`config.mk`:
```
export PLATFORM = sky130hd
export DESIGN_NAME = udp_recv
export DESIGN_NICKNAME = d
export VERILOG_FILES = /design/src/rtl/udp_recv.sv
export SDC_FILE = /design/constraint.sdc
export NUM_CORES = 1
export LEC_CHECK = 0
export CAP_MARGIN = 20
export CORE_MARGIN = 8
export CORE_UTILIZATION = 30
export CTS_CLUSTER_DIAMETER = 50
export DETAILED_ROUTE_END_ITERATION = 10
export SLEW_MARGIN = 20
export SYNTH_ARGS = -nofsm -noshare
export SYNTH_HDL_FRONTEND = slang
export SYNTH_SLANG_ARGS = --single-unit
```
`constraint.sdc`:
```
create_clock -name clk -period 9.51 [get_ports clk]
set_input_delay 0.951 -clock clk [delete_from_list [all_inputs] [get_ports clk]]
set_output_delay 0.951 -clock clk [all_outputs]
set_load 0.02 [all_outputs]
```
`src/rtl/udp_recv.sv`:
```
// udp_recv: byte-wide Ethernet/IPv4/UDP receiver with MAC/IP/port filtering and payload streaming.
// Define UDP_RECV_FCS_CHECK_EN to validate the Ethernet FCS before reporting o_ok.
module udp_recv #(
  parameter int MAX_PAYLOAD  = 1472,
  parameter bit ACCEPT_BCAST = 1'b1
) (
  input  logic        clk,
  input  logic        rst,
  input  logic [7:0]  i_rx_data,
  input  logic        i_rx_dv,
  input  logic [47:0] i_local_mac,
  input  logic [31:0] i_local_ip,
  input  logic [15:0] i_local_port,
  output logic [7:0]  o_data,
  output logic        o_wr,
  output logic        o_sof,
  output logic        o_done,
  output logic        o_ok,
  output logic [31:0] o_src_ip,
  output logic [15:0] o_src_port,
  output logic [15:0] o_len,
  output logic        o_busy
);
  localparam logic [3:0] S_IDLE = 4'd0, S_PRE = 4'd1, S_DMAC = 4'd2, S_SMAC = 4'd3, S_TYPE = 4'd4,
                         S_IP   = 4'd5, S_UDP = 4'd6, S_DATA = 4'd7, S_PAD  = 4'd8, S_DROP = 4'd9;
  localparam logic [15:0] LEN_MAX = 16'(MAX_PAYLOAD + 8);

  logic [3:0]  r_state;
  logic [10:0] r_cnt;
  logic [39:0] r_sh;
  logic        r_skip, r_bad, r_wrote;
  logic [47:0] r_mac;
  logic [31:0] r_ip, r_sip;
  logic [15:0] r_port, r_sport, r_ulen;
  logic [19:0] r_csum;

  logic [15:0] w_w16, w_plen, w_f2;
  logic [31:0] w_w32;
  logic [47:0] w_w48;
  logic [19:0] w_sum;
  logic [16:0] w_f1;
  logic        w_mac_ok, w_csum_ok, w_fcs_ok;

  // Field views: the current byte appended to the bytes already shifted in.
  assign w_w16     = {r_sh[7:0], i_rx_data};
  assign w_w32     = {r_sh[23:0], i_rx_data};
  assign w_w48     = {r_sh[39:0], i_rx_data};
  assign w_plen    = r_ulen - 16'd8;
  assign w_mac_ok  = (w_w48 == r_mac) || (ACCEPT_BCAST && (w_w48 == 48'hFFFF_FFFF_FFFF));
  assign w_sum     = r_csum + {4'd0, w_w16};
  assign w_f1      = {1'b0, w_sum[15:0]} + {13'd0, w_sum[19:16]};
  assign w_f2      = w_f1[15:0] + {15'd0, w_f1[16]};
  assign w_csum_ok = (w_f2 == 16'hFFFF);
  assign o_busy    = (r_state != S_IDLE);

`ifdef UDP_RECV_FCS_CHECK_EN
  logic [31:0] r_crc, w_crc_nx, w_crc_rev;
  always_comb begin
    w_crc_nx = r_crc ^ {24'd0, i_rx_data};
    for (int i = 0; i < 8; i++)
      w_crc_nx = w_crc_nx[0] ? ((w_crc_nx >> 1) ^ 32'hEDB8_8320) : (w_crc_nx >> 1);
    for (int i = 0; i < 32; i++) w_crc_rev[i] = r_crc[31-i];
  end
  always_ff @(posedge clk) begin
    if (rst || r_state == S_PRE) r_crc <= 32'hFFFF_FFFF;
    else if (i_rx_dv && r_state >= S_DMAC && r_state <= S_PAD) r_crc <= w_crc_nx;
  end
  // Residue is given in normal bit order; the register runs reflected. PAD must hold the FCS.
  assign w_fcs_ok = (w_crc_rev == 32'hC704_DD7B) && r_cnt[2];
`else
  assign w_fcs_ok = 1'b1;
`endif

  always_ff @(posedge clk) begin
    if (rst) begin
      r_state <= S_IDLE; r_cnt <= '0; r_sh <= '0; r_skip <= 1'b0; r_bad <= 1'b0; r_wrote <= 1'b0;
      r_mac <= '0; r_ip <= '0; r_port <= '0; r_sip <= '0; r_sport <= '0; r_ulen <= '0; r_csum <= '0;
      o_data <= '0; o_wr <= 1'b0; o_sof <= 1'b0; o_done <= 1'b0; o_ok <= 1'b0;
      o_src_ip <= '0; o_src_port <= '0; o_len <= '0;
    end else begin
      o_wr <= 1'b0; o_sof <= 1'b0; o_done <= 1'b0; o_ok <= 1'b0;
      if (!i_rx_dv) begin
        if (r_state == S_DATA || r_state == S_PAD) begin
          o_done <= r_wrote;
          o_ok   <= r_wrote && (r_state == S_PAD) && w_fcs_ok;
        end
        r_state <= S_IDLE; r_skip <= 1'b0; r_wrote <= 1'b0;
      end else begin
        r_sh  <= {r_sh[31:0], i_rx_data};
        r_cnt <= r_cnt + 11'd1;
        case (r_state)
          S_IDLE: if (!r_skip) begin
            if (i_rx_data == 8'h55) r_state <= S_PRE;
            else                    r_skip  <= 1'b1;
          end
          S_PRE: if (i_rx_data == 8'hD5) begin
            r_state <= S_DMAC; r_cnt <= '0;
            r_mac <= i_local_mac; r_ip <= i_local_ip; r_port <= i_local_port;
          end else if (i_rx_data != 8'h55) r_state <= S_DROP;
          S_DMAC: if (r_cnt == 11'd5) begin
            r_cnt <= '0; r_state <= w_mac_ok ? S_SMAC : S_DROP;
          end
          S_SMAC: if (r_cnt == 11'd5) begin
            r_cnt <= '0; r_state <= S_TYPE;
          end
          S_TYPE: if (r_cnt == 11'd1) begin
            r_cnt <= '0; r_csum <= '0; r_bad <= 1'b0;
            r_state <= (w_w16 == 16'h0800) ? S_IP : S_DROP;
          end
          S_IP: begin
            if (r_cnt[0]) r_csum <= w_sum;
            case (r_cnt)
              11'd0:  if (i_rx_data != 8'h45) r_bad <= 1'b1;
              11'd7:  if (w_w16[13:0] != 14'd0) r_bad <= 1'b1;  // MF flag or fragment offset
              11'd9:  if (i_rx_data != 8'd17) r_bad <= 1'b1;
              11'd15: r_sip <= w_w32;
              11'd19: begin
                r_cnt <= '0; r_bad <= 1'b0;
                r_state <= (!r_bad && w_w32 == r_ip && w_csum_ok) ? S_UDP : S_DROP;
              end
              default: ;
            endcase
          end
          S_UDP: case (r_cnt)
            11'd1: r_sport <= w_w16;
            11'd3: if (w_w16 != r_port) r_bad <= 1'b1;
            11'd5: r_ulen <= w_w16;
            11'd7: begin
              r_cnt <= '0;
              if (r_bad || r_ulen < 16'd8 || r_ulen > LEN_MAX) r_state <= S_DROP;
              else if (r_ulen == 16'd8)                         r_state <= S_PAD;
              else                                              r_state <= S_DATA;
            end
            default: ;
          endcase
          S_DATA: begin
            o_wr <= 1'b1; o_data <= i_rx_data; r_wrote <= 1'b1;
            if (r_cnt == 11'd0) begin
              o_sof <= 1'b1; o_len <= w_plen; o_src_ip <= r_sip; o_src_port <= r_sport;
            end
            if ({5'd0, r_cnt} == w_plen - 16'd1) begin
              r_cnt <= '0; r_state <= S_PAD;
            end
          end
          S_PAD: if (r_cnt[2]) r_cnt <= r_cnt;  // saturate once 4 trailing bytes are seen
          default: ;
        endcase
      end
    end
  end
endmodule

```
==> impl_metrics.env <==
export IMPL_status="finished clean"
export IMPL_io_buffers=183
export IMPL_timing_final_crit_share_pct=77.1
export IMPL_criticalPathCategory="input port to register"
export IMPL_die_x_um=242
export IMPL_cts_max_path_buffers=3
export IMPL_rsz0062_at_grt="false"
export IMPL_hold_viol=0
export IMPL_cts_tree="done"
export IMPL_dieArea_sq_mm=0.0584
export IMPL_fin_tns_setup_ps=0
export IMPL_post_dp_hpwl_um=36700
export IMPL_yosysTopAreaCellShare_pct=41.1
export IMPL_cp_arrival_ps=7780
export IMPL_drc_errors=0
export IMPL_avgViaCountPerCell=5.09
export IMPL_vias=14100
export IMPL_synth_nets=2108
export IMPL_rrSetupSlack_ps=2660
export IMPL_critPathMaxFanout=12
export IMPL_hold_buffers=0
export IMPL_grt_first_pass_wirelength_um=81000
export IMPL_period_minus_slack_ps=7330
export IMPL_yosysWarnings=0
export IMPL_antenna_found_initial=3
export IMPL_timing_slew_headroom_pct=25.5
export IMPL_cts_sinks=314
export IMPL_drt_iter0_drc=1096
export IMPL_nFillCells=5219
export IMPL_synth_cell_types=80
export IMPL_cpPeakStageDelay_ps=480
export IMPL_final_cell_mix="nand2_1, dfxtp_1, a21oi_1, clkdlybuf4s50_1, nor2_1"
export IMPL_grt_use_total_pct=17.2
export IMPL_post_cts_resized=0
export IMPL_end_kind="register"
export IMPL_wl_per_cell_um=18.9
export IMPL_gp_congestion=0.840
export IMPL_fin_skew_ps=20.7
export IMPL_dp_slack_ps=1730
export IMPL_synth_area_sq_mm=0.0153
export IMPL_drtPass1Iterations=5
export IMPL_synth_async_reset_ratio_pct=0
export IMPL_cp_slowest_cell="clkdlybuf4s50_1"
export IMPL_coreArea_sq_mm=0.0503
export IMPL_cts_buffers=40
export IMPL_cts_root_buffer="clkbuf_16"
export IMPL_yosysTopAreaCell="dfxtp_1"
export IMPL_synth_seq_area_share_pct=41.1
export IMPL_setup_viol=0
export IMPL_netlist_instances=1968
export IMPL_multi_input_area_sq_mm=0.00837
export IMPL_maxCapViolCount=0
export IMPL_synth_ff_type="dfxtp_1"
export IMPL_syn_area_per_cell_sq_um=7.77
export IMPL_layout_drive_gt1_share_pct=5.62
export IMPL_fmax_mhz=136
export IMPL_start_util_pct=30.4
export IMPL_drt_wl_total_um=52600
export IMPL_cts_setup_buffers=0
export IMPL_power_density_mw_per_mm2=163
export IMPL_seqCellArea_sq_mm=0.00629
export IMPL_ioPinCount=184
export IMPL_tightest_slew_ps=1120
export IMPL_grt_max_degree=110
export IMPL_cp_common_cell="ha_1"
export IMPL_p_leak_nw=6.35
export IMPL_cts_max_level=2
export IMPL_cp_required_ps=9960
export IMPL_start_kind="input port"
export IMPL_slew_viol_final=0
export IMPL_worst_slack_ps=2180
export IMPL_synth_edf_count=0
export IMPL_gr_total_overflow=0
export IMPL_clkLatencyLatePin_ps=570
export IMPL_peakVddDrop_mv=0.104
export IMPL_synth_seq_cells=314
export IMPL_grt_pass1_vias=13600
export IMPL_area_growth_pct=24.2
export IMPL_ant_nets=0
export IMPL_die_y_um=242
export IMPL_design_final_nets=2211
export IMPL_synth_area_leaders="dfxtp_1, nand2_1, a21oi_1"
export IMPL_clk_pin_slew_ps=60
export IMPL_rows=82
export IMPL_whs_ps=444
export IMPL_mostFrequentLayoutCell="nand2_1"
export IMPL_hold_path_class="register to register"
## metal layers
metal | track usage, % | part of all wire, %
met4 | 4.88 | 2.7
met2 | 28.9 | 47
met5 | 0 | 0.025
met1 | 22.2 | 44
met3 | 3.49 | 6.3
## flip-flops by register name (all words and copies together) (netlist names)
| signal | cells |
|---|---|
| r_skip | 1 |
| r_ulen | 16 |
| r_csum | 20 |
| r_mac | 48 |
| o_len | 16 |
| o_done | 1 |
| r_port | 16 |
| r_wrote | 1 |
| r_sh | 40 |
| r_bad | 1 |
| r_sport | 16 |
| o_src_ip | 32 |
| r_state | 4 |
| o_ok | 1 |
| o_src_port | 16 |
| o_data | 8 |
| r_sip | 32 |
| r_ip | 32 |
| o_wr | 1 |
| o_sof | 1 |
| r_cnt | 11 |
## power by group
part	switching, mW	internal, mW	total, mW	leakage, nW
sequential	0.0232	1.32	1.35	2.53
combinational	0.115	0.0881	0.203	3.15
clock	0.619	0.935	1.55	0.664
total	0.757	2.35	3.10	6.35
## stage by stage
| stage | area, sq um | utilization, % | power (mW) | std cells |
|---|---|---|---|---|
| after global placement | 17600 | 35.0 | 1.57 | 2701 |
| after detailed placement | 17600 | 35.0 | 1.57 | 2701 |
| final | 19000 | 37.8 | 3.10 | 2775 |
| after CTS | 19000 | 37.8 | 3.14 | 2773 |
| after global routing | 19000 | 37.8 | 3.21 | 2773 |
| after floorplan | 15300 | - | 1.47 | 1968 |
## area by class of cell
class                   count  area share, %
inverters                  31          0.613
repair buffers            205           10.5
flip-flops and latches    314           33.1
diodes                      2         0.0264
well taps                 672           4.43
multi-input cells        1479           44.1
clock buffers              56           6.01
clock inverters            16           1.23
## cells in the mapped netlist, types with 3 or more instances
cell type,n
or2_2,7
or4_1,5
dfxtp_1,314
and3_1,12
clkbuf_1,131
nand2b_1,10
a21oi_1,262
and2_0,3
a21o_1,8
nand2_1,487
nor2_1,133
o21a_1,7
o211ai_1,10
a22oi_1,3
nor2b_1,4
a21boi_0,4
nor4_1,22
o21ai_1,3
a221oi_1,7
xnor2_1,114
o21bai_1,6
inv_1,31
a31oi_1,8
mux2i_1,41
nor3b_1,4
nor4b_1,4
o22ai_1,3
nor3_1,37
and2_1,7
ha_1,31
o211a_1,4
a211o_1,3
nand4_1,43
a211oi_1,23
nand3_1,40
or3_1,15
o21ai_0,28
xor2_1,28
buf_1,13
o311ai_0,3
## worst paths after layout
path,start,to,cells past startpoint
hold / removal,r_sport[2]$_SDFFE_PP0P_,o_src_port[2]$_SDFFE_PP0P_,2
hold reg to reg,r_sport[2]$_SDFFE_PP0P_,o_src_port[2]$_SDFFE_PP0P_,2
setup / recovery,i_rx_data[0],r_state[0]$_SDFFE_PP0P_,32
setup reg to reg,r_sh[0]$_SDFFE_PP0P_,r_state[0]$_SDFFE_PP0P_,28
## critical path: cells and delay by family
kind                       cells  cell delay [ps]
AOI/OAI and AO/OA             11             2120
xor gates and xnor gates       2              280
adders and majority gates      6             1710
buffers and inverters          5              910
and+or+nand+nor                8             1800
## cells by family after synthesis
family	synth area share [%]
xor+xnor	8.54
mux	2.68
fa+ha+maj	2.80
compound gates	16.2
buf+inv	4.30
simple gates	24.3
flops	41.1
No activity file was read; power rests on OpenSTA's default activity.
==> RTL change, RTL diff (same flow settings) <==
Add a define of `UDP_RECV_FCS_CHECK_EN`.
--- a/src/rtl/udp_recv.sv
+++ b/src/rtl/udp_recv.sv
@@ -1,4 +1,6 @@
 // udp_recv: byte-wide Ethernet/IPv4/UDP receiver with MAC/IP/port filtering and payload streaming.
 // Define UDP_RECV_FCS_CHECK_EN to validate the Ethernet FCS before reporting o_ok.
+`define UDP_RECV_FCS_CHECK_EN
+
 module udp_recv #(
   parameter int MAX_PAYLOAD  = 1472,
Behaviour: same outputs for any inputs over 4 cycles, from zero or initial values and one cycle with rst high; that may be too few to reach the edited logic, so the function may still have changed.
==> RTL change against the original RTL <==
- worst setup slack got worse by 490 ps
- combinational power increased by 18%
- clock skew decreased by 4.6 ps
- total power increased by 14%
- routed wire length increased by 5.3%
- critical endpoint is now r_state[2]
- highest routed layer is now met4
- area after synthesis increased by 9.1%
- design area increased by 9.2%
- sequential cell count increased by 32
==> RTL change: results (changes against the original RTL) <==
INFO  metric finClkSkew = 16.0 ps (-4.62 ps)
INFO  metric pin_count_of_the_biggest_net_entering_global_routing = 125 (+14%)
INFO  metric cts_buffers = 45 (+13%)
INFO  metric yosysUniqueCellTypes = 70 (-13%)
INFO  metric synth.yosys.seq_area_share = 41.5% (+0.42 points)
INFO  metric final_layout_size_suffix_gt1_share = 5.80% (+0.18 points)
INFO  metric grt_pass1_vias = 14,646 (+7.8%)
INFO  metric cts_num_sinks = 346 (+10%)
INFO  metric drt-vias-per-instance = 4.98 (-2.2%)
INFO  metric capture_instance_of_the_worst_register_to_register_path = r_state[2]
INFO  metric crit_family = simple AND/OR/NAND/NOR gates
INFO  metric global_route.usage.met2 = 27.7% (-1.2 points)
INFO  metric place_congestion = 0.892 (+6.2%)
INFO  metric route.met3.wl = 3200 um (-2.8%)
INFO  metric fin_worst_hold_slack = 449 ps (+5.03 ps)
INFO  metric met2_length = 25,400 um (+3.1%)
INFO  metric crit-reg2reg-launch = r_csum[0]
INFO  metric multi_input_combinational = 1,545 (+4.5%)
INFO  metric netlist_top_cells_area = sky130_fd_sc_hd__dfxtp_1 42%, sky130_fd_sc_hd__nand2_1 10%, sky130_fd_sc_hd__a21oi_1 7.0%
INFO  metric combined_area_of_all_synthesized_cells = 0.0167 sq mm (+9.1%)
INFO  metric grt.total_usage = 17.0% (-0.24 points)
INFO  metric layout.nonclk_buf_share = 9.94% (-0.59 points)
INFO  metric finalPower = 3520 uW (+14%)
INFO  metric area.share.sequential = 33.4% (+0.30 points)
INFO  metric num-nets-final = 2,311 (+4.5%)
INFO  metric num-clock-buffers = 64 (+14%)
INFO  metric met3_usage = 3.04% (-0.46 points)
INFO  metric antenna-diode-count = 0 (-2)
INFO  metric maxUsedRoutingLayer = met4
INFO  metric timing.reg2reg.worst_path_depth = 33 (+18%)
INFO  metric grt_first_pass_wirelength = 85,800 um (+6.0%)
INFO  metric critical_path.max_stage_delay = 630 ps (+150 ps)
INFO  metric critical_path.max_fanout = 6 (-6)
INFO  metric run_status = complete, no violations
INFO  metric max-vdd-ir-drop = 115 uV (+10%)
INFO  metric detail_route.wirelength.met1 = 25,300 um (+8.9%)
INFO  metric whs_endpoint = o_src_port[11]
INFO  metric timing.critical_path.arrival = 8320 ps (+540 ps)
INFO  metric worst_hold_startpoint = r_sport[11]
INFO  metric power_frac_comb = 6.8% (+0.3 points)
INFO  metric filler_cell_count = 5,572 (+6.8%)
INFO  metric avgSynthCellArea = 8.07 sq um (+3.8%)
INFO  metric final-clk-cell-share = 7.77% (+0.53 points)
INFO  metric stdcell_count = 2,956 (+6.5%)
-- RTL change: cells by family after synthesis --
| kind of cell | count (synthesis) | share of synthesized area (%) |
|---|---|---|
| AO/OA/AOI/OAI | 369 | 13.2 |
| adder cells (fa/ha/maj) | 33 | 2.55 |
| multiplexers | 75 | 4.52 |
| XOR/XNOR | 228 | 12.0 |
| AND/OR/NAND/NOR | 840 | 22.1 |
| flip-flops | 346 | 41.5 |
| buffers and inverters | 176 | 4.07 |
-- RTL change: how the worst max path moves through the flow --
stage                       startpoint         end  slack, ps  cells past startpoint
final                     i_rx_data[0]  r_state[2]       1690                     34
after global placement    i_rx_data[0]  r_state[2]       1220                     34
after global routing      i_rx_data[0]  r_state[2]       1020                     34
after CTS                 i_rx_data[0]  r_state[2]       1710                     34
after detailed placement  i_rx_data[0]  r_state[2]       1140                     34
after floorplan           i_rx_data[1]  r_state[2]       2330                     34
